===== src/rtl/prbs_chk_pkg.sv =====
// Shared types, constants and PRBS-15 helpers for the PRBS lock checker.
// popcount8 is only referenced when PRBS_CHK_BITERR_EN is defined.
package prbs_chk_pkg;

    localparam int PRBS_LEN = 15;
    localparam int TAP_A    = 14;
    localparam int TAP_B    = 13;

    typedef enum logic [2:0] {
        ST_IDLE   = 3'd0,
        ST_SEED0  = 3'd1,
        ST_SEED1  = 3'd2,
        ST_HUNT   = 3'd3,
        ST_LOCKED = 3'd4
    } chk_state_t;

    typedef struct packed {
        logic [7:0]          pred;
        logic [PRBS_LEN-1:0] nxt;
    } prbs_step_t;

    // Eight LFSR steps; the first generated bit lands in pred[7].
    function automatic prbs_step_t prbs15_next8(input logic [PRBS_LEN-1:0] s);
        prbs_step_t          r;
        logic [PRBS_LEN-1:0] v;
        logic                b;
        v      = s;
        r.pred = 8'h00;
        for (int i = 7; i >= 0; i--) begin
            b         = v[TAP_A] ^ v[TAP_B];
            r.pred[i] = b;
            v         = {v[PRBS_LEN-2:0], b};
        end
        r.nxt = v;
        return r;
    endfunction

    function automatic logic [3:0] popcount8(input logic [7:0] d);
        logic [3:0] c;
        c = 4'd0;
        for (int i = 0; i < 8; i++) begin
            c = c + {3'd0, d[i]};
        end
        return c;
    endfunction

endpackage


===== src/rtl/prbs_chk_lfsr8.sv =====
// PRBS-15 reference register: byte-wise seed shift or 8-step advance,
// with the predicted byte derived combinationally from the current state.
module prbs15_lfsr8
    import prbs_chk_pkg::*;
(
    input  logic       i_clk,
    input  logic       i_rst_n,
    input  logic       i_load_byte,
    input  logic       i_advance,
    input  logic [7:0] i_data,
    output logic [7:0] o_pred
);

    logic [PRBS_LEN-1:0] r_s;
    prbs_step_t          w_step;

    // Prediction for the byte currently on the input.
    always_comb begin
        w_step = prbs15_next8(r_s);
    end

    assign o_pred = w_step.pred;

    // Seed shift keeps the most recent 15 received bits; advance jumps 8 steps.
    always_ff @(posedge i_clk or negedge i_rst_n) begin
        if (!i_rst_n) begin
            r_s <= {PRBS_LEN{1'b0}};
        end else if (i_load_byte) begin
            r_s <= {r_s[6:0], i_data};
        end else if (i_advance) begin
            r_s <= w_step.nxt;
        end else begin
            r_s <= r_s;
        end
    end

endmodule


===== config.mk =====
export PLATFORM = sky130hd
export DESIGN_NAME = prbs15_lfsr8
export DESIGN_NICKNAME = d
export VERILOG_FILES = /design/src/rtl/prbs_chk_pkg.sv /design/src/rtl/prbs_chk_lfsr8.sv
export SDC_FILE = /design/constraint.sdc
export NUM_CORES = 1
export LEC_CHECK = 0
export CAP_MARGIN = 30
export CORE_MARGIN = 1
export CORE_UTILIZATION = 25
export DETAILED_ROUTE_END_ITERATION = 8
export HOLD_SLACK_MARGIN = 0.06
export PLACE_DENSITY = 0.49
export SYNTH_ARGS = -nofsm -noshare
export SYNTH_HDL_FRONTEND = slang
export SYNTH_SLANG_ARGS = --single-unit

===== constraint.sdc =====
create_clock -name i_clk -period 1 [get_ports i_clk]
set_clock_uncertainty 0.05 [all_clocks]
set_input_delay 0.25 -clock i_clk [delete_from_list [all_inputs] [get_ports i_clk]]
set_output_delay 0.25 -clock i_clk [all_outputs]
set_load 0.05 [all_outputs]

==> key figures <==
Critical path
  • Crit Path Category: flip-flop to primary output
  • Worst r2r path cells: 3
  • Slowest stage cell, crit path: dfrtp_2
  • CP endpoint kind: primary output
  • CP arrival: approximately 1.2 ns
  • Max FO, Critical Path: 3
  • Critical path, cell by cell: xor2_4 -> buf_12
  • CP peak stage delay: ~0.50 ns
  • Buf/Inv on CP: 1
  • Worst EP required: 0.70 ns
  • WP depth: 2
  • Critical R2R Capture: r_s[2]
  • Critical path destination: o_pred[3]
  • RR Startpoint: r_s[9]
  • Reg-to-reg slack, setup: -0.32 ns
  • CP startpoint: r_s[10]
  • Startpoint class of the critical path: flip-flop
  • CP top delay family: flip-flops

Logic synthesis
  • Area share of the largest cell type after synthesis: a little over half
  • Compound-cell area share of the yosys netlist: between 10% and 20%
  • Area contributors post-synth: dfrtp_1, xor2_1, a221o_1
  • XOR/XNOR Fraction of Synth Area: 9.982%
  • Adder-Cell Fraction of Synth Area: 0%
  • Yosys warns: 0
  • Post-synth top area cell: dfrtp_1
  • Simple-gate share of the synthesized area: 11.05%
  • Post-Synthesis Cell Area: between 700 and 800 sq um
  • Mean Syn Cell Area: roughly 13 sq um
  • Synthesized flop and latch total: 15
  • Post-synth cell types: 13
  • Sequential area share after synthesis: between 50 and 60%
  • Syn Nets: 65
  • Post-synthesis mux area share: around 11%
  • Number of cells produced by synthesis: 53
  • Largest family of logic cells by synthesized area: multiplexers

Drt
  • Detailed Route WL: roughly 1600 microns
  • Total vias in the final route: around 540
  • Met1 Routed Length: between 600 and 700 microns
  • WL per Instance: 13.69 microns
  • Initial DRC Count: 1
  • Final antenna-violating net count: 0
  • WL met2: around 800 microns
  • Vias per inst: between 4 and 5
  • Top Layer Used: met4
  • Metal3 WL: a little under 80 microns
  • DRT Pass-1 Iters: 2
  • # DRC: 0

Clock network
  • TritonCTS buffer count: 3
  • CTS Sinks: 15
  • Hold bufs inserted after CTS: 0
  • CTS tree: yes
  • Clock root buffer: clkbuf_4
  • CTS Buffer Depth: 2
  • Reg clk slew, reported paths: 0.10 ns
  • Worst-Skew Late Latency: ~0.29 ns
  • H-Tree Depth: 1

GRT
  • Largest net degree at the start of global routing: 16
  • First-pass GRT wire length: between 2000 and 3000 microns
  • Initial antenna violation count: 0
  • Number of global-route vias before repair: roughly 580
  • Grt total ovfl: 0
  • Tot GR Track Use: about an eighth

Outcome
  • Failing checks: setup timing
  • Outcome: finished, violations left

Finish
  • Largest regs: r_s (15)
  • Register area: 386.6 sq um
  • Antenna fix cells: 0
  • Layout cells sized above 1: a little under three fifths
  • Layout area overhead: 84.31%
  • Most flops, register: r_s
  • Finished Core Util: 50.39%
  • Multi-input gate area: 474.2 sq um
  • Layout net count: 97
  • Most frequent cells in the layout: clkdlybuf4s50_1, buf_12, dfrtp_2, xor2_4, and2_1
  • Filler instances: about 240
  • Number of flip-flops in the largest register: 15

Job
  • Max-Cap Viols: 0

Pwr
  • Leak: between 0.5 and 0.6 nW
  • Peak supply drop: approximately 1.4 mV
  • Pwr per Cell Area: 2147 nW/um^2

Timing
  • Fin crit share: 146.1%
  • Fmax achieved: about 0.68 GHz
  • Worst setup margin: -0.4615 ns
  • Final Slew Violations: 0
  • Rel. slew slack: 84.90%
  • Final hold viol count: 0
  • RSZ-0062 raised after global routing: true
  • Worst slew pin tran: between 0.2 and 0.25 ns
  • Setup Viol. Count Final: 16
  • WHS: roughly 0.23 ns
  • Tmin final: around 1.5 ns

Floorplan
  • Initial Utilization: 27.34%
  • Die W: between 50 and 60 microns
  • Core Footprint: around 2600 sq um
  • Die Span Y: between 50 and 60 microns
  • Top-Level Pins: 20
  • Total die area: 3023 sq um
  • Std-Cell Rows: 18

Min path
  • Tightest Hold Check Type: input port to asynchronous set/reset pin

Place
  • GP Congestion: approximately 0.66
  • Number of port buffers: 19
  • Final HPWL DP: between 1000 and 1500 microns
per-stage QoR:
| stage | setup TNS, ns | std cells | cell area [sq um] | setup WS (ns) | total power, mW |
|---|---|---|---|---|---|
| 2_1_floorplan | -2.799 | 53 | 869.6 | -0.2293 | 1.684 |
| 3_3_place_gp | -9.875 | 107 | 1224 | -0.6099 | 2.377 |
| 3_5_place_dp | -10.27 | 107 | 1224 | -0.6429 | 2.376 |
| 4_1_cts | -5.266 | 114 | 1285 | -0.4691 | 2.780 |
| 5_1_grt | -5.768 | 114 | 1294 | -0.5059 | 2.909 |
| 6_report | -5.113 | 114 | 1294 | -0.4615 | 2.778 |
cells in the mapped netlist:
master and instances:
a211o_1 2, mux2_1 4, clkbuf_1 1, nor3b_1 2
xor2_1 8, nor2_2 1, buf_4 1, nor2b_1 1
a221o_1 6, dfrtp_1 15, mux2_2 3, and2_1 8
buf_6 1
per-layer routing:
layer | track usage [%] | vias up
met5 | 0 | -
met1 | 16.98 | 274
met3 | 4.372 | 2
met2 | 21.29 | 11
li1 | - | 249
met4 | 3.750 | 0
cells by family after synthesis:
logic type / Yosys count
DFF: 15
buffers and inverters: 3
muxes: 7
AOI/OAI and AO/OA: 8
and+or+nand+nor: 12
xor gates and xnor gates: 8
worst min-delay path by stage:
stage / slack, ns / end / from
floorplan: -0.1 / r_s[0] / i_rst_n
global placement: 0.43 / r_s[13] / r_s[5]
detailed placement: 0.43 / r_s[10] / r_s[2]
CTS: 0.23 / r_s[9] / i_rst_n
global route: 0.22 / r_s[1] / i_rst_n
finish: 0.23 / r_s[8] / i_rst_n
where the power goes:
part / leakage [nW] / switching [mW] / internal (mW) / total, mW
Clock: 0.0177 / 0.207 / 0.148 / 0.355
Sequential: 0.172 / 0.209 / 0.722 / 0.932
Combinational: 0.337 / 0.688 / 0.803 / 1.49
repair_timing:
action | CTS | global route
gates resized for setup | 9 | 3
cloned | 1 | 0
setup buffers | 2 | 0
hold endpoints to repair | 0 | 0
setup endpoints to repair | 23 | 18
pin swaps | 6 | 2
final cells by class:
type / instances / area share (%)
Timing Repair Buffer: 29 / 28.43
Multi-Input combinational cell: 36 / 36.65
Tap cell: 30 / 2.901
Sequential cell: 15 / 29.88
Clock buffer: 3 / 1.741
Clock inverter: 1 / 0.3868
worst reg2reg max path, delay by kind of cell (launching register included):
kind | cells | cell delay, ns
DFF | 1 | 0.49
AOI/OAI and AO/OA | 1 | 0.30
buffers and inverters | 1 | 0.14
xor gates and xnor gates | 1 | 0.21
(Power assumes the default switching activity.)
